<file path="src/rtl/aha_sif_bank_mem_pkg.sv">
// aha_sif_pkg: shared SIF widths, read latency and the byte-merge helper
// used by SIF consumers to overlay strobed write bytes onto read data.
package aha_sif_pkg;
    localparam int SIF_RD_LAT = 3;
    localparam int SIF_DW = 64;
    localparam int SIF_SW = SIF_DW / 8;
    typedef logic [SIF_DW-1:0] sif_data_t;
    typedef logic [SIF_SW-1:0] sif_strb_t;
    function automatic sif_data_t sif_merge(sif_data_t base, sif_data_t upd, sif_strb_t mask);
        sif_data_t r;
        for (int i = 0; i < SIF_SW; i++) r[8*i +: 8] = mask[i] ? upd[8*i +: 8] : base[8*i +: 8];
        return r;
    endfunction
endpackage

</file>
<file path="src/rtl/aha_sif_bank_mem_if.sv">
// aha_sif_bank_mem_if: simple write/read channel between the AXI bridge
// (master) and the banked memory (slave).
interface aha_sif_bank_mem_if;
    import aha_sif_pkg::*;
    logic [31:0] SIF_WR_ADDR;
    sif_strb_t   SIF_WR_EN;
    sif_data_t   SIF_WR_DATA;
    logic [31:0] SIF_RD_ADDR;
    logic        SIF_RD_EN;
    sif_data_t   SIF_RD_DATA;
    modport master (output SIF_WR_ADDR, SIF_WR_EN, SIF_WR_DATA, SIF_RD_ADDR, SIF_RD_EN, input SIF_RD_DATA);
    modport slave (input SIF_WR_ADDR, SIF_WR_EN, SIF_WR_DATA, SIF_RD_ADDR, SIF_RD_EN, output SIF_RD_DATA);
endinterface

</file>
<file path="src/rtl/aha_sif_bank_mem_decode.sv">
// aha_sif_bank_decode: window check and bank/word split of a SIF byte address.
module aha_sif_bank_decode #(
    parameter int          NUM_BANKS = 4,
    parameter int          BANK_AW   = 10,
    parameter int          BW        = 2,
    parameter logic [31:0] BASE_ADDR = 32'h0000_0000
) (
    input  logic [31:0]        addr,
    output logic               in_win,
    output logic [BANK_AW-1:0] word,
    output logic [BW-1:0]      bank
);
    localparam logic [32:0] WIN_BYTES = 33'(NUM_BANKS) << (BANK_AW + 3);
    logic [31:0] off;
    assign off    = addr - BASE_ADDR;
    assign in_win = {1'b0, off} < WIN_BYTES;
    assign word   = addr[3 +: BANK_AW];
    assign bank   = NUM_BANKS > 1 ? addr[3+BANK_AW +: BW] : '0;
endmodule

</file>
<file path="src/rtl/aha_sif_bank_mem.sv">
// aha_sif_bank_mem: terminates the SIF write/read channels onto banked 1R1W
// SRAMs with a fixed 3-cycle read latency and same-cycle write forwarding.
module aha_sif_bank_mem
    import aha_sif_pkg::*;
#(
    parameter int          NUM_BANKS = 4,
    parameter int          BANK_AW   = 10,
    parameter logic [31:0] BASE_ADDR = 32'h0000_0000,
    parameter logic [63:0] ERR_DATA  = 64'hDEAD_BEEF_DEAD_BEEF
) (
    input  logic                         ACLK,
    input  logic                         ARESET,
    aha_sif_bank_mem_if.slave            sif,
    output logic [8*NUM_BANKS-1:0]       BANK_WE,
    output logic [BANK_AW*NUM_BANKS-1:0] BANK_WADDR,
    output logic [64*NUM_BANKS-1:0]      BANK_WDATA,
    output logic [NUM_BANKS-1:0]         BANK_RE,
    output logic [BANK_AW*NUM_BANKS-1:0] BANK_RADDR,
    input  logic [64*NUM_BANKS-1:0]      BANK_RDATA,
    input  logic                         ERR_CLR,
    output logic [15:0]                  ERR_CNT
);
    localparam int BW = NUM_BANKS > 1 ? $clog2(NUM_BANKS) : 1;
    typedef struct packed {
        logic               wr_v;
        logic [BANK_AW-1:0] wr_word;
        logic [BW-1:0]      wr_bank;
        sif_strb_t          wr_strb;
        sif_data_t          wr_data;
        logic               rd_v;
        logic               rd_win;
        logic [BANK_AW-1:0] rd_word;
        logic [BW-1:0]      rd_bank;
    } s1_t;
    typedef struct packed {
        logic          rd_v;
        logic          oow;
        logic [BW-1:0] bank;
        sif_strb_t     fwd_mask;
        sif_data_t     fwd_data;
    } s2_t;
    s1_t                s1_q, s1_d;
    s2_t                s2_q, s2_d;
    sif_data_t          rd_data_q, rd_data_d, merged;
    logic [15:0]        err_cnt_q, err_cnt_d;
    logic [16:0]        err_sum;
    logic               wr_win, rd_win, fwd_hit;
    logic [BANK_AW-1:0] wr_word, rd_word;
    logic [BW-1:0]      wr_bank, rd_bank;

    aha_sif_bank_decode #(.NUM_BANKS(NUM_BANKS), .BANK_AW(BANK_AW), .BW(BW), .BASE_ADDR(BASE_ADDR)) u_wr_dec (
        .addr(sif.SIF_WR_ADDR), .in_win(wr_win), .word(wr_word), .bank(wr_bank)
    );
    aha_sif_bank_decode #(.NUM_BANKS(NUM_BANKS), .BANK_AW(BANK_AW), .BW(BW), .BASE_ADDR(BASE_ADDR)) u_rd_dec (
        .addr(sif.SIF_RD_ADDR), .in_win(rd_win), .word(rd_word), .bank(rd_bank)
    );

    always_comb begin
        s1_d = '{wr_v: |sif.SIF_WR_EN & wr_win, wr_word: wr_word, wr_bank: wr_bank,
                 wr_strb: sif.SIF_WR_EN, wr_data: sif.SIF_WR_DATA,
                 rd_v: sif.SIF_RD_EN, rd_win: rd_win, rd_word: rd_word, rd_bank: rd_bank};
        // A same-cycle write to the read word wins over the SRAM's old contents.
        fwd_hit = s1_q.wr_v & s1_q.rd_v & (s1_q.wr_bank == s1_q.rd_bank) & (s1_q.wr_word == s1_q.rd_word);
        s2_d = '{rd_v: s1_q.rd_v, oow: ~s1_q.rd_win, bank: s1_q.rd_bank,
                 fwd_mask: fwd_hit ? s1_q.wr_strb : '0, fwd_data: s1_q.wr_data};
        merged = s2_q.oow ? ERR_DATA : sif_merge(BANK_RDATA[64*s2_q.bank +: 64], s2_q.fwd_data, s2_q.fwd_mask);
        rd_data_d = s2_q.rd_v ? merged : rd_data_q;
        err_sum = 17'(err_cnt_q) + 17'(|sif.SIF_WR_EN & ~wr_win) + 17'(sif.SIF_RD_EN & ~rd_win);
        err_cnt_d = ERR_CLR ? '0 : err_sum[16] ? 16'hFFFF : err_sum[15:0];
        BANK_WE = '0;
        BANK_WADDR = '0;
        BANK_WDATA = '0;
        BANK_RE = '0;
        BANK_RADDR = '0;
        if (s1_q.wr_v) begin
            BANK_WE[8*s1_q.wr_bank +: 8] = s1_q.wr_strb;
            BANK_WADDR[BANK_AW*s1_q.wr_bank +: BANK_AW] = s1_q.wr_word;
            BANK_WDATA[64*s1_q.wr_bank +: 64] = s1_q.wr_data;
        end
        if (s1_q.rd_v & s1_q.rd_win) begin
            BANK_RE[s1_q.rd_bank] = 1'b1;
            BANK_RADDR[BANK_AW*s1_q.rd_bank +: BANK_AW] = s1_q.rd_word;
        end
    end

    always_ff @(posedge ACLK or posedge ARESET) begin
        if (ARESET) begin
            s1_q <= '0;
            s2_q <= '0;
            rd_data_q <= '0;
            err_cnt_q <= '0;
        end else begin
            s1_q <= s1_d;
            s2_q <= s2_d;
            rd_data_q <= rd_data_d;
            err_cnt_q <= err_cnt_d;
        end
    end

    assign sif.SIF_RD_DATA = rd_data_q;
    assign ERR_CNT = err_cnt_q;
endmodule
</file>
<file path="src/flat_wrapper.sv">
// flat-port wrapper written by rule: the top's interface ports become plain ports
module aha_sif_bank_mem_flat import aha_sif_pkg::*;
#(
    parameter int          NUM_BANKS = 4,
    parameter int          BANK_AW   = 10,
    parameter logic [31:0] BASE_ADDR = 32'h0000_0000,
    parameter logic [63:0] ERR_DATA  = 64'hDEAD_BEEF_DEAD_BEEF
)
  (ACLK, ARESET, BANK_WE, BANK_WADDR, BANK_WDATA, BANK_RE, BANK_RADDR, BANK_RDATA, ERR_CLR, ERR_CNT, sif_SIF_WR_ADDR, sif_SIF_WR_EN, sif_SIF_WR_DATA, sif_SIF_RD_ADDR, sif_SIF_RD_EN, sif_SIF_RD_DATA);
  aha_sif_bank_mem_if sif_i ();
  input  logic ACLK;
  input  logic ARESET;
  output logic [8*NUM_BANKS-1:0] BANK_WE;
  output logic [BANK_AW*NUM_BANKS-1:0] BANK_WADDR;
  output logic [64*NUM_BANKS-1:0] BANK_WDATA;
  output logic [NUM_BANKS-1:0] BANK_RE;
  output logic [BANK_AW*NUM_BANKS-1:0] BANK_RADDR;
  input  logic [64*NUM_BANKS-1:0] BANK_RDATA;
  input  logic ERR_CLR;
  output logic [15:0] ERR_CNT;
  input wire logic [$bits(sif_i.SIF_WR_ADDR)-1:0] sif_SIF_WR_ADDR;
  input wire logic [$bits(sif_i.SIF_WR_EN)-1:0] sif_SIF_WR_EN;
  input wire logic [$bits(sif_i.SIF_WR_DATA)-1:0] sif_SIF_WR_DATA;
  input wire logic [$bits(sif_i.SIF_RD_ADDR)-1:0] sif_SIF_RD_ADDR;
  input wire logic [$bits(sif_i.SIF_RD_EN)-1:0] sif_SIF_RD_EN;
  output wire logic [$bits(sif_i.SIF_RD_DATA)-1:0] sif_SIF_RD_DATA;
  assign sif_i.SIF_WR_ADDR = sif_SIF_WR_ADDR;
  assign sif_i.SIF_WR_EN = sif_SIF_WR_EN;
  assign sif_i.SIF_WR_DATA = sif_SIF_WR_DATA;
  assign sif_i.SIF_RD_ADDR = sif_SIF_RD_ADDR;
  assign sif_i.SIF_RD_EN = sif_SIF_RD_EN;
  assign sif_SIF_RD_DATA = sif_i.SIF_RD_DATA;
  aha_sif_bank_mem #(.NUM_BANKS(NUM_BANKS), .BANK_AW(BANK_AW), .BASE_ADDR(BASE_ADDR), .ERR_DATA(ERR_DATA)) u_core (.ACLK(ACLK), .ARESET(ARESET), .sif(sif_i), .BANK_WE(BANK_WE), .BANK_WADDR(BANK_WADDR), .BANK_WDATA(BANK_WDATA), .BANK_RE(BANK_RE), .BANK_RADDR(BANK_RADDR), .BANK_RDATA(BANK_RDATA), .ERR_CLR(ERR_CLR), .ERR_CNT(ERR_CNT));
endmodule
</file>
<file path="config.mk">
export PLATFORM = sky130hd
export DESIGN_NAME = aha_sif_bank_mem_flat
export DESIGN_NICKNAME = d
export VERILOG_FILES = /design/src/rtl/aha_sif_bank_mem_pkg.sv /design/src/rtl/aha_sif_bank_mem_if.sv /design/src/rtl/aha_sif_bank_mem_decode.sv /design/src/rtl/aha_sif_bank_mem.sv /design/src/flat_wrapper.sv
export SDC_FILE = /design/constraint.sdc
export NUM_CORES = 1
export LEC_CHECK = 0
export ABC_AREA = 1
export BUFFER_PORTS_ARGS = -buffer_cell sky130_fd_sc_hd__buf_2
export CAP_MARGIN = 10
export CORE_AREA = 2 2 327 329
export CTS_CLUSTER_DIAMETER = 60
export CTS_CLUSTER_SIZE = 16
export DETAILED_ROUTE_END_ITERATION = 8
export DIE_AREA = 0 0 329 331
export HOLD_SLACK_MARGIN = 0.02
export REMOVE_ABC_BUFFERS = 1
export SLEW_MARGIN = 25
export SYNTH_ARGS = -nofsm -noshare
export SYNTH_HDL_FRONTEND = slang
export SYNTH_SLANG_ARGS = --single-unit
</file>
<file path="constraint.sdc">
create_clock -name ACLK -period 13.07 [get_ports ACLK]
set_input_delay 1.307 -clock ACLK [delete_from_list [all_inputs] [get_ports ACLK]]
set_output_delay 1.307 -clock ACLK [all_outputs]
set_load 0.005 [all_outputs]
</file>
==> run metrics <==
classification of the worst-slack hold path=reg -> reg; Area contributors post-synth=sky130_fd_sc_hd__dfrtp_1 (44%), sky130_fd_sc_hd__nor2_1 (13%), sky130_fd_sc_hd__nand2_1 (9.7%); data required time of the worst path=11.76 ns; number of global-route vias before repair=16800; pin count of the biggest net entering global routing=113; global-route wire length before repair=127000 um; residual overflow from global routing=0; post-cts resize count=0; total of flip-flops plus latches after synthesis=255; GR Util met3=0.0462; FF-to-FF setup slack=9.50 ns; final hold violations=0; final cell area excluding filler cells=0.0212 mm^2; CP max FO=33; Static Leakage=10.9 nW; WL final=96600 um; Reg2Reg Launch Point=u_core.s2_q[75]; Main synth FF type=sky130_fd_sc_hd__dfrtp_1; worst hold path stage count=0; clock buffer count from CTS=34; mapped cell area=0.0145 mm^2; busiest layer in global routing=met2; clock buffer depth=3; worst hold start=u_core.s1_q[59]; Die Area=0.109 mm^2; layout cells sized above 1=0.331; number of ports placed on the die boundary=848; crit path launch type=flop; Final Worst Setup Slack=7.25 ns; RSZ-0062 raised after global routing=false; count of input and output buffers=841; highest clock rate=172 MHz; endpoints failing setup=0; master of the slowest instance on the critical path=sky130_fd_sc_hd__nand4_1; Commonest cells post-synth=sky130_fd_sc_hd__nor2_1 (513), sky130_fd_sc_hd__nand2_1 (375), sky130_fd_sc_hd__dfrtp_1 (255), sky130_fd_sc_hd__a21oi_1 (167), sky130_fd_sc_hd__o21ai_0 (164); portion of the post-synthesis area used by sequential elements=0.442; cell area after placement=0.0200 mm^2; status=finished, final reports clean; post-CTS clock slew at the launch and capture registers of the worst setup and hold paths=0.06 ns; number of placed instances, taps included=4201; Yosys top cell area share=0.442; crit path capture type=output port; Final min period=5.82 ns; number of enable flip-flop cells after synthesis=0; GRT met1 Usage=0.209; cells along the critical path=buf_4 -> inv_2 -> ha_1 -> inv_1 -> nand4_1 -> nor2_1 -> buf_2; remaining antenna violation count=0; number of DRC markers in iteration 0=1541; filler cell count in the final layout=12000; die span in x=329 um; number of antenna violations at the first check in global routing=19; multi-input gate area in the final layout=0.00684 mm^2; transition time at the pin with the least slew margin=1.01 ns; Unique masters post-synth=34; routed via count=18000; final period utilization=0.445; CP arrival=4.52 ns; max_cap viols=0; summed negative setup slack over all endpoints=0 ns; DRT Pass-1 Iters=5; reg-to-reg endpoint=u_core.sif.SIF_RD_DATA[15]; Via density=4.22; total global-route track usage=0.166; Routed wire per std cell=22.6 um; CTS root buffer=sky130_fd_sc_hd__clkbuf_16; FF/Latch Area=0.00639 mm^2; Slew Limit Headroom=0.323; fraction of synthesis flops using an asynchronous set or reset pin=1.00; path depth of the worst reg2reg path=7; Synth warnings=0; Die Y=331 um; utilization after layout=0.202; number of clock sinks=255; number of buffers and inverters on the critical path=4; max-slew violation count=0; peak supply drop=0.0662 mV; Mapped Cells=2075; cts-stage hold buffer count=0; critical path's largest stage delay=0.96 ns; number of rows in the core area=119; nets=3256; detailed-placement wirelength estimate=76600 um; family with the most delay on the worst path=buffers and inverters; initial core utilization=0.138; pwr/cell area=101 mW/mm^2; end point of the most critical hold path=u_core.s2_q[45]; buffers inserted during post-CTS setup optimization=0; most used standard cell by instance count after synthesis=sky130_fd_sc_hd__nor2_1; fin cells=4270; signed area change from the synthesized netlist to the final layout=47.0%; Synth area leader=sky130_fd_sc_hd__dfrtp_1; Worst Setup Slack post-DPL=8.02 ns; critical setup path kind=reg -> out; Clock Latency Late Sink=0.57 ns; H-tree levels=2; post-synthesis average cell area=6.96 um^2; weighted congestion reported at the end of routability-driven placement=0.925; met2 Track Usage GR=0.271; TritonCTS clock tree=built; CORE AREA=0.105 mm^2; post-route DRC violation count=0; Clock Skews=0.0201 ns
[flip-flops by register name, indices dropped and copies added (netlist names)]
signal,count
u_core.s1_q,99
u_core.ERR_CNT,16
u_core.sif.SIF_RD_DATA,64
u_core.s2_q,76
[placed cells by master, fill, tap and decap left out, types with 3 or more instances in the layout]
master                        n
sky130_fd_sc_hd__a21oi_1    167
sky130_fd_sc_hd__buf_2      841
sky130_fd_sc_hd__buf_4       19
sky130_fd_sc_hd__buf_6        4
sky130_fd_sc_hd__clkbuf_16   35
sky130_fd_sc_hd__clkinv_8    11
sky130_fd_sc_hd__dfrtp_1    252
sky130_fd_sc_hd__dfrtp_4      3
sky130_fd_sc_hd__diode_2     10
sky130_fd_sc_hd__ha_1        13
sky130_fd_sc_hd__inv_1      141
sky130_fd_sc_hd__inv_2        6
sky130_fd_sc_hd__inv_4        3
sky130_fd_sc_hd__inv_8        3
sky130_fd_sc_hd__nand2_1    374
sky130_fd_sc_hd__nand3_1    127
sky130_fd_sc_hd__nand4_1     14
sky130_fd_sc_hd__nor2_1     513
sky130_fd_sc_hd__nor2_2       5
sky130_fd_sc_hd__nor2_4       3
sky130_fd_sc_hd__nor3_1      83
sky130_fd_sc_hd__o211ai_1     4
sky130_fd_sc_hd__o21ai_0    164
sky130_fd_sc_hd__o21ai_1     43
sky130_fd_sc_hd__xnor2_1      5
sky130_fd_sc_hd__xor2_1       6
[area by class of cell]
type                    count  area share
flip-flops and latches    255       0.301
multi-input cells        1537       0.322
repair buffers            865       0.208
inverters                 153      0.0277
clock inverters            23      0.0159
clock buffers              36      0.0419
well taps                1391      0.0819
diodes                     10     0.00118
[metal layers]
metal,routed length (um),part of all wire
met2,44600,0.46
met1,39500,0.41
met4,3520,0.036
met5,0,0
met3,9000,0.093
[worst max-delay path by stage]
| stage | startpoint | endpoint | cells after the start |
|---|---|---|---|
| after floorplan | ARESET | u_core.ERR_CNT[0] | 1 |
| after global placement | u_core.s1_q[86] | BANK_WDATA[164] | 8 |
| after detailed placement | u_core.s1_q[86] | BANK_WDATA[76] | 7 |
| after CTS | u_core.s1_q[86] | BANK_WDATA[76] | 7 |
| after global routing | u_core.s1_q[86] | BANK_WDATA[76] | 7 |
| final | u_core.s1_q[86] | BANK_WDATA[76] | 7 |
[per-stage QoR]
stage	power (mW)	hold slack [ns]
after floorplan	0.984	0.354
after global placement	1.16	0.363
after detailed placement	1.16	0.365
after CTS	2.19	0.375
after global routing	2.25	0.397
final	2.15	0.380
[worst register-to-register path: stages, from the launching register on]
cell                      delay (ns)
sky130_fd_sc_hd__dfrtp_4        0.97
sky130_fd_sc_hd__inv_2          0.59
sky130_fd_sc_hd__nor2_4         0.60
sky130_fd_sc_hd__buf_16         0.23
sky130_fd_sc_hd__inv_2          0.26
sky130_fd_sc_hd__buf_4          0.44
sky130_fd_sc_hd__a21oi_1        0.28
sky130_fd_sc_hd__a21oi_1        0.09
[logic make-up (layout without fill, tap and decap cells)]
logic type / Yosys count / count (layout) / synth area share
buf+inv: 283 / 1077 / 0.0872
flops: 255 / 255 / 0.442
fa+ha+maj: 14 / 14 / 0.0126
other cells: 0 / 10 / 0
simple gates: 1129 / 1129 / 0.318
compound gates: 383 / 383 / 0.134
xor+xnor: 11 / 11 / 0.00667
[power by group]
part           total, mW  leakage, nW  switching (mW)  internal (mW)
logic              0.292         7.37           0.201         0.0915
clock network       1.01        0.590           0.444          0.564
registers          0.851         2.92          0.0353          0.816
total               2.15         10.9           0.680           1.47
No activity file was read; power rests on OpenSTA's default activity.
